### src/rtl/data_ram_pkg.sv
`default_nettype none
// ============================================================================
//  Module      : data_ram_pkg
//  Description : Shared widths, FSM state encoding and port indices for the
//                data RAM arbiter and related bus arbiters.
//  Revision    : 1.0 - initial release
// ============================================================================
package data_ram_pkg;

    localparam int c_DATA_W = 8;
    localparam int c_ADDR_W = 1;

    localparam logic [1:0] c_ST_IDLE   = 2'd0;
    localparam logic [1:0] c_ST_ACCESS = 2'd1;
    localparam logic [1:0] c_ST_RESP   = 2'd2;

    typedef enum logic [1:0] {
        IDLE   = c_ST_IDLE,
        ACCESS = c_ST_ACCESS,
        RESP   = c_ST_RESP
    } state_t;

    localparam logic c_M0 = 1'b0;
    localparam logic c_M1 = 1'b1;

endpackage : data_ram_pkg
`default_nettype wire

### src/rtl/rr_pick2.sv
`default_nettype none
// ============================================================================
//  Module      : rr_pick2
//  Description : Combinational two-way round-robin picker. A lone requester
//                wins; on a tie the port that did not own last time wins.
//  Revision    : 1.0 - initial release
// ============================================================================
module rr_pick2 (
    input  logic i_req0,
    input  logic i_req1,
    input  logic i_last_owner,
    output logic o_valid,
    output logic o_owner
);

    // Port 1 wins when it is the only requester, or on a tie after port 0 owned
    always_comb begin
        o_valid = i_req0 | i_req1;
        o_owner = i_req1 & (~i_req0 | ~i_last_owner);
    end

endmodule : rr_pick2
`default_nettype wire

### src/rtl/data_ram_arbiter.sv
`default_nettype none
// ============================================================================
//  Module      : data_ram_arbiter
//  Description : Round-robin req/gnt arbiter sharing the single-port data RAM
//                between the CPU load/store unit (port 0) and the I/O / debug
//                loader (port 1). All outputs are registered.
//  Revision    : 1.0 - initial release
// ============================================================================
module data_ram_arbiter
    import data_ram_pkg::*;
#(
    parameter int DATA_W = c_DATA_W,
    parameter int ADDR_W = c_ADDR_W
) (
    input  logic              clk,
    input  logic              rst,
    input  logic              m0_req,
    input  logic              m0_we,
    input  logic [ADDR_W-1:0] m0_addr,
    input  logic [DATA_W-1:0] m0_wdata,
    output logic              m0_gnt,
    output logic              m0_rvalid,
    output logic [DATA_W-1:0] m0_rdata,
    input  logic              m1_req,
    input  logic              m1_we,
    input  logic [ADDR_W-1:0] m1_addr,
    input  logic [DATA_W-1:0] m1_wdata,
    output logic              m1_gnt,
    output logic              m1_rvalid,
    output logic [DATA_W-1:0] m1_rdata,
    output logic [DATA_W-1:0] ram_data,
    output logic [ADDR_W-1:0] ram_addr,
    output logic              ram_we,
    input  logic [DATA_W-1:0] ram_q
);

    state_t            r_state,      w_state_nxt;
    logic              r_owner,      w_owner_nxt;
    logic              r_we,         w_we_nxt;
    logic              r_last_owner, w_last_owner_nxt;
    logic              r_m0_gnt,     w_m0_gnt_nxt;
    logic              r_m1_gnt,     w_m1_gnt_nxt;
    logic              r_m0_rvalid,  w_m0_rvalid_nxt;
    logic              r_m1_rvalid,  w_m1_rvalid_nxt;
    logic [DATA_W-1:0] r_m0_rdata,   w_m0_rdata_nxt;
    logic [DATA_W-1:0] r_m1_rdata,   w_m1_rdata_nxt;
    logic [DATA_W-1:0] r_ram_data,   w_ram_data_nxt;
    logic [ADDR_W-1:0] r_ram_addr,   w_ram_addr_nxt;
    logic              r_ram_we,     w_ram_we_nxt;

    logic              w_pick_valid;
    logic              w_pick_owner;

    rr_pick2 u_rr_pick2 (
        .i_req0       (m0_req),
        .i_req1       (m1_req),
        .i_last_owner (r_last_owner),
        .o_valid      (w_pick_valid),
        .o_owner      (w_pick_owner)
    );

    // Next-state and next-output logic; the RAM address/data registers double
    // as the latched transaction, so the access appears on the RAM pins in
    // the cycle after arbitration.
    always_comb begin
        w_state_nxt      = r_state;
        w_owner_nxt      = r_owner;
        w_we_nxt         = r_we;
        w_last_owner_nxt = r_last_owner;
        w_m0_gnt_nxt     = 1'b0;
        w_m1_gnt_nxt     = 1'b0;
        w_m0_rvalid_nxt  = 1'b0;
        w_m1_rvalid_nxt  = 1'b0;
        w_m0_rdata_nxt   = r_m0_rdata;
        w_m1_rdata_nxt   = r_m1_rdata;
        w_ram_data_nxt   = r_ram_data;
        w_ram_addr_nxt   = r_ram_addr;
        w_ram_we_nxt     = 1'b0;

        case (r_state)
            IDLE: begin
                if (w_pick_valid) begin
                    w_state_nxt  = ACCESS;
                    w_owner_nxt  = w_pick_owner;
                    if (w_pick_owner == c_M1) begin
                        w_we_nxt       = m1_we;
                        w_ram_we_nxt   = m1_we;
                        w_ram_addr_nxt = m1_addr;
                        w_ram_data_nxt = m1_wdata;
                        w_m1_gnt_nxt   = 1'b1;
                    end else begin
                        w_we_nxt       = m0_we;
                        w_ram_we_nxt   = m0_we;
                        w_ram_addr_nxt = m0_addr;
                        w_ram_data_nxt = m0_wdata;
                        w_m0_gnt_nxt   = 1'b1;
                    end
                end
            end
            ACCESS: begin
                // Write lands in the RAM at the end of this cycle
                w_last_owner_nxt = r_owner;
                w_state_nxt      = r_we ? IDLE : RESP;
            end
            RESP: begin
                // RAM has registered the address; capture its output now
                w_state_nxt = IDLE;
                if (r_owner == c_M1) begin
                    w_m1_rdata_nxt  = ram_q;
                    w_m1_rvalid_nxt = 1'b1;
                end else begin
                    w_m0_rdata_nxt  = ram_q;
                    w_m0_rvalid_nxt = 1'b1;
                end
            end
            default: begin
                w_state_nxt = IDLE;
            end
        endcase
    end

    // State and output registers; reset leaves port 0 winning the first tie
    always_ff @(posedge clk) begin
        if (rst) begin
            r_state      <= IDLE;
            r_owner      <= c_M0;
            r_we         <= 1'b0;
            r_last_owner <= c_M1;
            r_m0_gnt     <= 1'b0;
            r_m1_gnt     <= 1'b0;
            r_m0_rvalid  <= 1'b0;
            r_m1_rvalid  <= 1'b0;
            r_m0_rdata   <= '0;
            r_m1_rdata   <= '0;
            r_ram_data   <= '0;
            r_ram_addr   <= '0;
            r_ram_we     <= 1'b0;
        end else begin
            r_state      <= w_state_nxt;
            r_owner      <= w_owner_nxt;
            r_we         <= w_we_nxt;
            r_last_owner <= w_last_owner_nxt;
            r_m0_gnt     <= w_m0_gnt_nxt;
            r_m1_gnt     <= w_m1_gnt_nxt;
            r_m0_rvalid  <= w_m0_rvalid_nxt;
            r_m1_rvalid  <= w_m1_rvalid_nxt;
            r_m0_rdata   <= w_m0_rdata_nxt;
            r_m1_rdata   <= w_m1_rdata_nxt;
            r_ram_data   <= w_ram_data_nxt;
            r_ram_addr   <= w_ram_addr_nxt;
            r_ram_we     <= w_ram_we_nxt;
        end
    end

    assign m0_gnt    = r_m0_gnt;
    assign m1_gnt    = r_m1_gnt;
    assign m0_rvalid = r_m0_rvalid;
    assign m1_rvalid = r_m1_rvalid;
    assign m0_rdata  = r_m0_rdata;
    assign m1_rdata  = r_m1_rdata;
    assign ram_data  = r_ram_data;
    assign ram_addr  = r_ram_addr;
    assign ram_we    = r_ram_we;

endmodule : data_ram_arbiter
`default_nettype wire

### config.mk
export PLATFORM = sky130hd
export DESIGN_NAME = data_ram_arbiter
export DESIGN_NICKNAME = d
export VERILOG_FILES = /design/src/rtl/data_ram_pkg.sv /design/src/rtl/rr_pick2.sv /design/src/rtl/data_ram_arbiter.sv
export SDC_FILE = /design/constraint.sdc
export NUM_CORES = 1
export LEC_CHECK = 0
export BUFFER_PORTS_ARGS = -buffer_cell sky130_fd_sc_hd__buf_4
export CORE_ASPECT_RATIO = 0.9
export CORE_MARGIN = 2
export CORE_UTILIZATION = 45
export DETAILED_ROUTE_END_ITERATION = 8
export GPL_ROUTABILITY_DRIVEN = 0
export PLACE_DENSITY = 0.77
export RECOVER_POWER = 50
export REMOVE_ABC_BUFFERS = 1
export SYNTH_ARGS = -nofsm -noshare
export SYNTH_HDL_FRONTEND = slang
export SYNTH_HIERARCHICAL = 1
export SYNTH_SLANG_ARGS = --single-unit
### constraint.sdc
create_clock -name clk -period 2.2 [get_ports clk]
set_clock_uncertainty 0.1 [all_clocks]
set_input_delay 0.44 -clock clk [delete_from_list [all_inputs] [get_ports clk]]
set_output_delay 0.44 -clock clk [all_outputs]
set_load 0.02 [all_outputs]
# Word-level counts from Yosys, hierarchy flattened
# Index checks and enable logic that the tools add are counted.
[totals]
regBits = 35
elab_cells = 41
out_inout_bits = 30
in_bits = 32
[op_classes]
bitwise = 9
mux = 10
n_reduce_logical = 6
eq_ne = 3
[op_table]
columns = ["operator", "count"]
rows = [
  ["8-bit 2-to-1 mux", 1],
  ["1-bit 2-to-1 mux", 6],
  ["1-bit NOT", 6],
  ["2-bit AND reduction", 3],
  ["2-bit 2-to-1 mux", 2],
  ["2-bit one-hot mux with 2 select lines", 1],
  ["3-bit OR reduction", 1],
  ["2-bit by 1-bit == test with 1-bit output (second input constant)", 1],
  ["2-bit == test (second input constant)", 1],
  ["2-bit logical NOT", 1],
  ["2-bit by 1-bit inequality test with 1-bit output (second input constant)", 1],
  ["1-bit bitwise OR", 2],
  ["2-bit OR reduction", 1],
  ["1-bit bitwise AND", 1],
]

# Logic depth before layout (Yosys ltp)
# Gate-level depths: netlist (run 1).
[depth]
ltp_word = 4
depth_mapped = 5
depth_no_buf = 5

# Hierarchy
# Netlist (run 1), hierarchy kept.
[modules_own_cells]
columns = ["module", "area_per_inst_um2", "cells_each", "seq_area_each_um2", "n_inst"]
rows = [
  ["data_ram_arbiter", 1353.8, 141, 700.7, 1],
  ["rr_pick2", 13.8, 2, 0.0, 1],
]

# Least setup slack after synthesis (run 1)
# No wires, ideal clock.
[synth_timing]
path_type = "in2reg"
startpoint = "input port m1_req"
endpoint = "register r_ram_data[2] (netlist: ram_data[2])"
stages = 5
required_time_ns = 1.967
t_arrival_ns = 1.209
setup_time_ns = 0.133
setup_slack_ns = 0.759
path_buffers = 2
path_cell_list = "a21boi_1 -> clkbuf_2 -> buf_4 -> mux2i_1 -> a211oi_2"
[synth_via]
elab_chain_cells = 2
[synth_lines]
columns = ["item", "line", "rtl"]
rows = [
  ["from (decl)", "data_ram_arbiter.sv:24", "input logic m1_req,"],
  ["1-bit bitwise AND / 1-bit bitwise OR (equally long branches)", "rr_pick2.sv:19, rr_pick2.sv:18", ""],
  ["8-bit 2-to-1 mux / 2-bit AND reduction (equally long branches)", "--", ""],
  ["to (signal assigned)", "data_ram_arbiter.sv:149", "r_ram_data <= w_ram_data_nxt;"],
  ["to (decl)", "data_ram_arbiter.sv:47", "logic [DATA_W-1:0] r_ram_data, w_ram_data_nxt;"],
]
# Parallel ways exist; a longest one is shown, timed or not.
# A chain may end at the register's enable or synchronous reset.

# Worst setup path in the final report (run 1)
[layout_timing]
startpoint = "register r_state[0]"
endpoint = "register r_ram_data[1] (netlist: ram_data[1])"
[layout_via]
elab_chain_cells = 2
[layout_lines]
columns = ["item", "line", "rtl"]
rows = [
  ["from (decl)", "data_ram_arbiter.sv:37", "state_t r_state, w_state_nxt;"],
  ["from (signal assigned)", "data_ram_arbiter.sv:139", "r_state <= w_state_nxt;"],
  ["2-bit logical NOT", "data_ram_arbiter.sv:80", "case (r_state)"],
  ["2-bit AND reduction (no source line)", "--", ""],
]
# No other way between the ends.

==> key figures, run 1 <==
Cells and area
  – Layout cells sized above 1: 32.20%
  – Synth-to-Final Area Change: 34.77%
  – Filler cells: between 200 and 250
  – Multi-input logic area: 605.6 um2
  – Nets: between 200 and 250
  – Antenna cell count: 0
  – Seq. cell area: roughly 700 um2

Routing
  – Remaining routing DRC violations: 0
  – Initial DRC count: 28
  – Routed WL: approximately 3000 um
  – Via/cell ratio: 4.800
  – Routed len/inst: 12.26 um
  – Drt first pass iters: 4
  – Antenna Nets Post-Route: 0
  – Routed via count: about 1.2k

Die
  – Boundary pin count: 62
  – Initial Utilization: 48.58%
  – Die W: 62.11 um
  – Die area: 3497 um2
  – # rows: 18
  – Area of the core: 2815 um2
  – DIE HEIGHT: approximately 56 um

CTS
  – Root Buffer: clkbuf_4
  – Maximum clock insertion buffer count: 2
  – Reg clk slew, reported paths: roughly 0.10 ns
  – CTS resizes: 0
  – H-Tree Depth: 2
  – Clk_lat worst skew: about 0.33 ns
  – CTS tree: built
  – Num CTS Buffers: 5
  – Hold-fix buffers, CTS: 0
  – Clk sinks: 35
  – Buffer count from post-CTS setup fixing: 0

Worst setup path
  – CP max FO: 21
  – Register-to-Register Path Depth: 4
  – Worst setup endpoint: ram_data[1]
  – Worst setup SP type: flop
  – Critical path data arrival time: about 1.8 ns
  – Reg-to-Reg Start: r_state[0]
  – Crit path from: r_state[0]
  – Worst flop-to-flop path endpoint: ram_data[1]
  – Required @ worst endpoint: 2.35 ns
  – Reg-to-reg slack, setup: 0.60 ns
  – Crit path capture type: flop
  – CP Class: reg2reg

STA
  – Fmax: between 600 and 700 MHz
  – Final setup fails: 0
  – Measured slew at the worst slew-check pin: just over 0.5 ns
  – Total Neg Setup Slack: 0 ns
  – Minimum clock period: 1.599 ns
  – Max_slew headroom: 65.85%
  – Unrepaired setup endpoints after global routing: false
  – Slew Viols, Final: 0
  – Hold Vio Cnt, Final: 0
  – Crit share post-route: between 70% and 80%

Synth
  – Top FF cell, synth: dfxtp_1
  – Yosys reg bits: 35
  – Mapped cell area: 1368 um2
  – Post-synth EDFFs: 0
  – Ys async rst share: 0%
  – Yosys cell types: 24
  – Sequential area share after synthesis: 51.24%
  – YS warnings: 6
  – Post-Synthesis Mean Instance Area: between 9 and 10 um2
  – Synth Instances: 143

Global routing
  – Total GRT Usage: 17.83%
  – GRT busiest layer: met2
  – Met2 GRT Util: 29.81%
  – Antenna violations before repair: 0
  – Total gr overflow: 0
  – Vias in the first global route: 1115
  – Largest net degree at the start of global routing: 33
  – First-pass GRT wire length: 4899 um
  – Grt met3 use: 4.008%
  – Routing usage on met1: 21.54%

Pwr
  – Pwr dens: 724.4 nW/um2
  – Pwr Total: 1.335 mW
  – VDD IR-drop max: ~0.45 mV
  – Leak Pwr: 0.7555 nW

Placed design
  – Port Buf Inserts: 61
  – DPL Wire Length: between 2000 and 2500 um

Job
  – MaxCap Viol Count: 0

Outcome
  – Status: finished, final reports clean

Min path
  – Hold Path Class: in2reg
==> cell families (layout without fill, tap and decap cells) <==
group / Yosys count / count (layout) / synth area share [%]
simple gates: 59 / 59 / 20.77
flops: 35 / 35 / 51.23
compound gates: 28 / 28 / 16.19
mux: 11 / 11 / 8.052
buf+inv: 10 / 72 / 3.750
==> layout make-up <==
type / instances / share of cell area (%)
clock buffer: 8 / 3.734
sequential: 35 / 38.02
tap: 40 / 2.716
multi-input combinational: 98 / 32.86
inverter: 1 / 0.2037
timing repair buffer: 63 / 22.47
==> registers in the layout, indices dropped and copies added (netlist names) <==
| name | flops |
|---|---|
| r_we | 1 |
| r_last_owner | 1 |
| m1_rdata | 8 |
| ram_addr | 1 |
| m0_rdata | 8 |
| m0_gnt | 1 |
| m0_rvalid | 1 |
| ram_we | 1 |
| m1_rvalid | 1 |
| r_state | 2 |
| r_owner | 1 |
| ram_data | 8 |
| m1_gnt | 1 |
==> cell usage in the layout (no fill, tap or decap), drive strengths merged, types with 2 or more instances in the layout <==
master	instances
buf	47
nor3b	2
clkbuf	24
nor2b	2
nand2	32
a211oi	10
nor2	15
dfxtp	35
a21oi	16
mux2i	11
==> power by group <==
group	total [mW]	switching, mW	internal [mW]
registers	0.697	0.0252	0.672
clock network	0.387	0.199	0.188
logic	0.251	0.135	0.116
==> metrics by stage <==
step           area, um2  setup WS (ns)  hold slack (ns)  util (%)  instances
2_1_floorplan       1320         0.2083           0.2988         -        134
3_3_place_gp        1843         0.6153           0.3145     65.47        237
6_report            1843         0.6011           0.2587     65.47        245
5_1_grt             1843         0.5252           0.2378     65.47        245
3_5_place_dp        1843         0.5818           0.3240     65.47        237
4_1_cts             1912         0.7989           0.2552     67.91        245
==> synthesized netlist by cell type, drive strengths merged (2+ instances only) <==
cell type	instances	area share [%]
nand2	32	8.8
a21oi	16	5.9
dfxtp	35	51
clkbuf	3	0.91
nor3b	2	2.3
nor2b	2	0.91
mux2i	11	8.1
a211oi	10	9.1
nor2	15	4.1
buf	6	2.6
==> per-layer routing <==
layer / vias up / part of all wire (%)
li1: 606 / -
met1: 537 / 46
met2: 28 / 48
met3: 5 / 4.2
met4: 0 / 1.7
met5: - / 0
==> worst min-delay path by stage <==
stage | start | endpoint | depth (start not counted)
5_1_grt | ram_q[5] | m0_rdata[5] | 3
4_1_cts | ram_q[5] | m0_rdata[5] | 3
3_5_place_dp | r_we | r_state[1] | 1
3_3_place_gp | r_we | r_state[1] | 1
6_report | ram_q[5] | m0_rdata[5] | 3
2_1_floorplan | r_we | r_state[1] | 1
==> worst max-delay path, stage by stage (launching register included) <==
cell      delay (ns)
dfxtp_1         0.40
nor3b_1         0.21
clkbuf_2        0.46
nor2_1          0.11
a211oi_2        0.23
No activity file was read; power rests on OpenSTA's default activity.
==> inputs of run 2 (changes only) <==
- ABC_AREA: not set -> 1
- CORE_UTILIZATION: 45 -> 42
- PLACE_DENSITY: 0.77 -> 0.74
- clock period: 2.2 -> 1.42 ns (I/O delays scaled with it)
==> run 2 against run 1 <==
  * Via count rose by 20%
  * First-iteration DRC count grew to 2.8 times the previous value
  * Critical path depth fell by 3
  * Final cell count rose by 38%
  * Sequential share of layout area is 2.6 points lower
  * Area after synthesis is 10% higher
  * Power is 64% higher
  * Clock power increased by 75%
  * Non-clock buffer count increased by 3
  * Die area rose by 17%
  * Highest routed layer unchanged
==> key figures, run 2 <==
Die
  – # rows: 20 (was 18)
  – Die W: 67.13 um (was 62.11 um)
  – Boundary pin count: 62 (unchanged)
  – Area of the core: 3403 um2 (was 2815 um2)
  – Die area: 4083 um2 (was 3497 um2)
  – DIE HEIGHT: 60.82 um (was 56.30 um)
  – Initial Utilization: 44.26% (was 48.58%)

Pwr
  – Pwr dens: 1105 nW/um2 (was 724.4 nW/um2)
  – Pwr Total: 2.188 mW (was 1.335 mW)
  – Sequential group share of total power: 49.5% (was 52.2%)
  – Leak Pwr: 1.097 nW (was 0.7555 nW)
  – Clock share of power: 30.9% (was 29.0%)
  – Sw frac: 28.67% (was 26.90%)
  – Comb pwr share: 19.6% (was 18.8%)
  – Psw: 0.6273 mW (was 0.3591 mW)
  – P_int: 1.561 mW (was 0.9760 mW)
  – VDD IR-drop max: 0.6354 mV (was 0.4510 mV)

Synth
  – Most common cell in the netlist: nand2_1 (was dfxtp_1)
  – Yosys reg bits: 35 (unchanged)
  – YS warnings: 6 (unchanged)
  – Yosys cell types: 15 (was 24)
  – Synth top cells by count: nand2_1, nor2_1, dfxtp_1 (was dfxtp_1, nand2_1, a21oi_1)
  – Synth Instances: 229 (was 143)
  – Top FF cell, synth: dfxtp_1 (unchanged)
  – Post-Synthesis Mean Instance Area: 6.578 um2 (was 9.563 um2)
  – Sequential area share after synthesis: 46.51% (was 51.24%)
  – Area contributors post-synth: dfxtp_1, nand2_1, nor2_1 (was dfxtp_1, a211oi_2, nand2_1)
  – Cell taking the most area after synthesis: dfxtp_1 (unchanged)
  – Share of the synthesized area in the top cell type: 46.51% (was 51.24%)
  – Mapped cell area: 1506 um2 (was 1368 um2)
  – Ys async rst share: 0% (unchanged)
  – Post-synth EDFFs: 0 (unchanged)

Routing
  – Drt first pass iters: 4 (unchanged)
  – Via/cell ratio: 4.162 (was 4.800)
  – Remaining routing DRC violations: 0 (unchanged)
  – Routed via count: 1411 (was 1176)
  – Initial DRC count: 79 (was 28)
  – Routed len/inst: 9.212 um (was 12.26 um)
  – Routed WL: 3123 um (was 3004 um)
  – Antenna Nets Post-Route: 0 (unchanged)

Cells and area
  – Antenna cell count: 0 (unchanged)
  – Most common cell after layout, fill and taps aside: nand2_1 (was buf_4)
  – Design Area, Final: 1981 um2 (was 1843 um2)
  – Nets: 326 (was 236)
  – Synth-to-Final Area Change: 31.48% (was 34.77%)
  – Final core occ: 58.20% (was 65.47%)
  – Most frequent cells in the layout: nand2_1, nor2_1, buf_4, dfxtp_1, inv_1 (was buf_4, dfxtp_1, nand2_1, a21oi_1, clkbuf_1)
  – Non-filler instance count after layout: 339 (was 245)
  – Layout cells sized above 1: 18.64% (was 32.20%)

Worst setup path
  – Max stage delay on crit path: 0.33 ns (was 0.46 ns)
  – Delay-heaviest family, CP: flip-flops (was buffers and inverters)
  – Worst path cell trace: clkbuf_1 (was nor3b_1 -> clkbuf_2 -> nor2_1 -> a211oi_2)
  – Required @ worst endpoint: 1.04 ns (was 2.35 ns)
  – Slowest CP cell: dfxtp_1 (was clkbuf_2)
  – Worst path depth: 1 (was 4)
  – CP max FO: 2 (was 21)
  – CP Class: reg2out (was reg2reg)
  – CP Buf/Inv Count: 1 (unchanged)
  – Register-to-Register Path Depth: 4 (unchanged)
  – Worst setup SP type: flop (unchanged)
  – Crit path capture type: primary output (was flop)
  – Critical path data arrival time: 0.85 ns (was 1.75 ns)

STA
  – Minimum clock period: 1.239 ns
  – Fmax: roughly 810 MHz
  – Measured slew at the worst slew-check pin: 0.3309 ns (was 0.5123 ns)
  – Max_slew headroom: 77.92% (was 65.85%)
  – Hold Slack: 0.08902 ns (was 0.2587 ns)
  – Final setup fails: 0 (unchanged)
  – Unrepaired setup endpoints after global routing: false (unchanged)
  – Slew Viols, Final: 0 (unchanged)
  – Setup slack after layout: 0.1814 ns (was 0.6011 ns)
  – Crit share post-route: 87.22%
  – Hold Vio Cnt, Final: 0 (unchanged)
  – Total Neg Setup Slack: 0 ns (unchanged)

Global routing
  – Total GRT Usage: 16.97% (was 17.83%)
  – Routing usage on met1: 18.83% (was 21.54%)
  – Antenna violations before repair: 0 (unchanged)
  – Total gr overflow: 0 (unchanged)
  – First-pass GRT wire length: 5161 um (was 4899 um)
  – Vias in the first global route: 1237 (was 1115)
  – Met2 GRT Util: 29.84% (was 29.81%)
  – Largest net degree at the start of global routing: 18 (was 33)
  – Grt met3 use: 5.937% (was 4.008%)
  – GRT busiest layer: met2 (unchanged)

Min path
  – Hold path depth: 2 (was 3)
  – Hold Path Class: in2reg (unchanged)

CTS
  – Buffer count from post-CTS setup fixing: 0 (unchanged)
  – Maximum clock insertion buffer count: 2 (unchanged)
  – H-Tree Depth: 2 (unchanged)
  – CTS tree: built (unchanged)
  – Num CTS Buffers: 5 (unchanged)
  – Clk_lat worst skew: 0.28 ns (was 0.33 ns)
  – Clk sinks: 35 (unchanged)
  – Root Buffer: clkbuf_8 (was clkbuf_4)
  – Reg clk slew, reported paths: 0.07 ns (was 0.10 ns)

Outcome
  – Status: finished, final reports clean (unchanged)

Placed design
  – Pre-CTS worst setup slack: 0.05660 ns (was 0.5818 ns)
  – Area of placed instances: 2004 um2 (was 1843 um2)
  – Placed insts: 331 (was 237)
  – DPL Wire Length: 2370 um (was 2215 um)
  – Port Buf Inserts: 61 (unchanged)

Job
  – MaxCap Viol Count: 0 (unchanged)
-- run 2: layout make-up --
| class | instances | area [um2] |
|---|---|---|
| inverters | 34 | 127.6 |
| fillers | 377 | 1423 |
| well taps | 44 | 55.05 |
| clock buffers | 5 | 68.82 |
| repair buffers | 66 | 417.9 |
| flip-flops and latches | 35 | 700.7 |
| multi-input cells | 152 | 595.6 |
| clock inverters | 3 | 15.01 |
-- run 2: worst paths after layout --
kind | startpoint | slack (ns) | end
worst max-delay path | m1_rdata[5] | 0.18 | m1_rdata[5]
worst min-delay path | rst | 0.09 | m0_rvalid
worst max register to register | r_state[0] | 0.19 | m0_rdata[5]
worst min register to register | r_we | 0.34 | r_state[1]
-- run 2: per-layer routing --
layer | up-vias | wire length [um]
met5 | - | 0
met4 | 0 | 51
met3 | 5 | 142
met2 | 26 | 1567
met1 | 595 | 1362
li1 | 785 | -
-- run 2: kinds of logic (layout without fill, tap and decap cells) --
logic type | Yosys count | in the layout | synth area share (%)
AND/OR/NAND/NOR | 151 | 151 | 40.37
flip-flops | 35 | 35 | 46.51
AO/OA/AOI/OAI | 1 | 1 | 0.3319
buffers and inverters | 42 | 108 | 12.79
-- run 2: what timing repair did --
action,4_1_cts,5_1_grt
setup endpoints to repair,0,11
hold buffers,0,0
resized for setup,0,1
-- run 2: power groups by stage --
| stage | sequential, mW | clock [mW] | combinational [mW] |
|---|---|---|---|
| after global placement | 1.11 | 0 | 0.467 |
| after detailed placement | 1.11 | 0 | 0.471 |
| after global routing | 1.09 | 0.756 | 0.485 |
| final | 1.08 | 0.676 | 0.428 |
| after CTS | 1.09 | 0.704 | 0.473 |
| after floorplan | 1.17 | 0 | 0.183 |
==> inputs of run 3 (changes only) <==
- CTS_CLUSTER_DIAMETER: not set -> 60
- clock period: 1.42 -> 1 ns (I/O delays scaled with it)
==> run 3 against run 2 <==
  * The flow now finishes with violations (negative setup slack)
  * Combinational power grew 95%
  * Clock power up 86%
  * Via count rose by 12%
  * Sequential cell count unchanged
  * Routed wire length grew 28%
  * First-iteration DRC count grew 16%
  * Clock-buffer cell count is the same
  * Sequential power up 47%
  * Setup slack lost 0.32 ns
  * Power is 68% higher
  * Sequential share of layout area down 5.4 points
  * Final cell count is 3.8% higher
  * Largest power group unchanged
==> key figures, run 3 (same netlist as run 2, synthesis figures left out) <==
Cells and area
  – Synth-to-Final Area Change: 65.61% (was 31.48%)
  – Most common cell after layout, fill and taps aside: nand2_1 (unchanged)
  – Filler cells: 266 (was 377)
  – Final core occ: 73.31% (was 58.20%)
  – Nets: 339 (was 326)
  – Design Area, Final: 2495 um2 (was 1981 um2)
  – Non-filler instance count after layout: 352 (was 339)
  – Antenna cell count: 0 (unchanged)
  – Most frequent cells in the layout: nand2_1, nor2_1, buf_4, dfxtp_2, buf_6 (was nand2_1, nor2_1, buf_4, dfxtp_1, inv_1)
  – Layout cells sized above 1: 46.75% (was 18.64%)

Die
  – Area of the core: 3403 um2 (unchanged)
  – Die W: 67.13 um (unchanged)
  – DIE HEIGHT: 60.82 um (unchanged)
  – Die area: 4083 um2 (unchanged)
  – Boundary pin count: 62 (unchanged)
  – Initial Utilization: 44.26% (unchanged)
  – # rows: 20 (unchanged)

STA
  – Final setup fails: 60 (was 0)
  – Measured slew at the worst slew-check pin: 0.1732 ns (was 0.3309 ns)
  – Crit share post-route: 113.9%
  – Setup slack after layout: -0.1385 ns (was 0.1814 ns)
  – Fmax: 878.3 MHz
  – Total Neg Setup Slack: -3.376 ns (was 0 ns)
  – Unrepaired setup endpoints after global routing: true (was false)
  – Hold Slack: 0.005096 ns (was 0.08902 ns)
  – Max_slew headroom: 88.43% (was 77.92%)
  – Hold Vio Cnt, Final: 0 (unchanged)
  – Minimum clock period: between 1 and 1.5 ns
  – Slew Viols, Final: 0 (unchanged)

Pwr
  – Sw frac: 27.93% (was 28.67%)
  – Psw: 1.029 mW (was 0.6273 mW)
  – P_int: 2.654 mW (was 1.561 mW)
  – Pwr dens: 1476 nW/um2 (was 1105 nW/um2)
  – Leak Pwr: 1.304 nW (was 1.097 nW)
  – Comb pwr share: 22.7% (was 19.6%)
  – Pwr Total: 3.683 mW (was 2.188 mW)
  – VDD IR-drop max: 1.182 mV (was 0.6354 mV)
  – Sequential group share of total power: 43.0% (was 49.5%)
  – Clock share of power: 34.3% (was 30.9%)

Worst setup path
  – Critical path data arrival time: 1.25 ns (was 0.85 ns)
  – Crit path capture type: flop (was primary output)
  – CP Buf/Inv Count: 1 (unchanged)
  – Delay-heaviest family, CP: flip-flops (unchanged)
  – Reg-to-Reg Start: r_state[1] (was r_state[0])
  – Slowest CP cell: dfxtp_2 (was dfxtp_1)
  – Worst flop-to-flop path endpoint: m1_rdata[7] (was m0_rdata[5])
  – Worst path cell trace: buf_12 -> nand3_4 -> nand2_2 -> nand2_1 -> nor2_1 (was clkbuf_1)
  – Max stage delay on crit path: 0.40 ns (was 0.33 ns)
  – Reg-to-reg slack, setup: -0.14 ns (was 0.19 ns)
  – CP Class: reg2reg (was reg2out)
  – Required @ worst endpoint: 1.12 ns (was 1.04 ns)
  – CP max FO: 8 (was 2)
  – Register-to-Register Path Depth: 5 (was 4)
  – Worst setup SP type: flop (unchanged)

CTS
  – Clk_lat worst skew: 0.28 ns (about the same)
  – Clk sinks: 35 (unchanged)
  – Maximum clock insertion buffer count: 2 (unchanged)
  – Root Buffer: clkbuf_8 (unchanged)
  – H-Tree Depth: 2 (unchanged)
  – Num CTS Buffers: 5 (unchanged)
  – Reg clk slew, reported paths: 0.07 ns (about the same)
  – CTS tree: built (unchanged)
  – Hold-fix buffers, CTS: 1 (was 0)

Routing
  – Drt first pass iters: 4 (unchanged)
  – Remaining routing DRC violations: 0 (unchanged)
  – Antenna Nets Post-Route: 0 (unchanged)
  – Initial DRC count: 92 (was 79)
  – Routed via count: 1575 (was 1411)
  – Routed len/inst: 11.31 um (was 9.212 um)
  – Via/cell ratio: 4.474 (was 4.162)
  – Routed WL: 3982 um (was 3123 um)

Global routing
  – Largest net degree at the start of global routing: 17 (was 18)
  – Total gr overflow: 0 (unchanged)
  – Total GRT Usage: 19.74% (was 16.97%)
  – Antenna violations before repair: 0 (unchanged)
  – Vias in the first global route: 1417 (was 1237)
  – First-pass GRT wire length: 5982 um (was 5161 um)

Min path
  – Hold EP: r_state[0] (was m0_rvalid)
  – Hold_sp: rst (unchanged)
  – Hold Path Class: in2reg (unchanged)
  – Hold path depth: 2 (unchanged)

Outcome
  – Failing checks: negative setup slack
  – Status: finished with violations (was finished, final reports clean)

Placed design
  – Area of placed instances: 2047 um2 (was 2004 um2)
  – DPL Wire Length: 2450 um (was 2370 um)
  – Port Buf Inserts: 61 (unchanged)
  – Placed insts: 335 (was 331)
  – Pre-CTS worst setup slack: -0.2748 ns (was 0.05660 ns)

Job
  – MaxCap Viol Count: 0 (unchanged)
-- run 3: cell types whose count changed in the layout (fill, tap and decap cells not counted), moves of 24 or more --
cell / before / now
dfxtp_2: 0 / 32
buf_6: 0 / 32
clkbuf_1: 24 / 0
dfxtp_1: 35 / 1
-- run 3: worst reg2reg max path, stage by stage (launching register included) --
cell and delay (ns):
dfxtp_2 0.40, buf_12 0.16, nand3_4 0.15, nand2_2 0.09
nand2_1 0.06, nor2_1 0.10
-- run 3: worst max-delay path by stage --
stage                 startpoint           to  slack [ns]  cells after the start
floorplan           r_last_owner     ram_addr       -0.71                      6
global placement          m0_req  ram_data[2]       -0.25                      7
detailed placement        m0_req     ram_addr       -0.27                      7
CTS                   r_state[1]     ram_addr       -0.10                      5
global route        r_last_owner  ram_data[4]       -0.21                      6
finish                r_state[1]  m1_rdata[7]       -0.14                      5
-- run 3: repair_timing --
| action | in CTS | in global routing |
|---|---|---|
| setup buffers | 1 | 3 |
| hold endpoints to repair | 2 | 1 |
| gates resized for setup | 69 | 29 |
| setup endpoints to repair | 61 | 63 |
| pin swaps | 3 | 0 |
| gates cloned | 3 | 1 |
-- run 3: routing by layer --
metal | vias up | wire [um] | GRT usage, %
met3 | 2 | 175 | 5.566
met5 | - | 0 | 0
li1 | 819 | - | -
met2 | 36 | 2023 | 32.53
met1 | 718 | 1755 | 25.00
met4 | 0 | 27 | 6.997
-- run 3: cell type report --
cell class	instances	area, um2	area share, %
clock buffers	5	68.82	2.758
flip-flops and latches	35	748.2	29.99
repair buffers	75	710.7	28.49
clock inverters	3	43.79	1.755
inverters	34	138.9	5.567
well taps	44	55.05	2.207
multi-input cells	155	724.4	29.04
repair inverters	1	5.005	0.2006
-- run 3: power by group through the flow --
| stage | clock network [mW] | registers (mW) | logic [mW] |
|---|---|---|---|
| after floorplan | 0 | 1.66 | 0.260 |
| after global placement | 0 | 1.57 | 0.689 |
| after detailed placement | 0 | 1.57 | 0.695 |
| after CTS | 1.29 | 1.57 | 0.781 |
| after global routing | 1.34 | 1.59 | 0.914 |
| final | 1.26 | 1.59 | 0.836 |
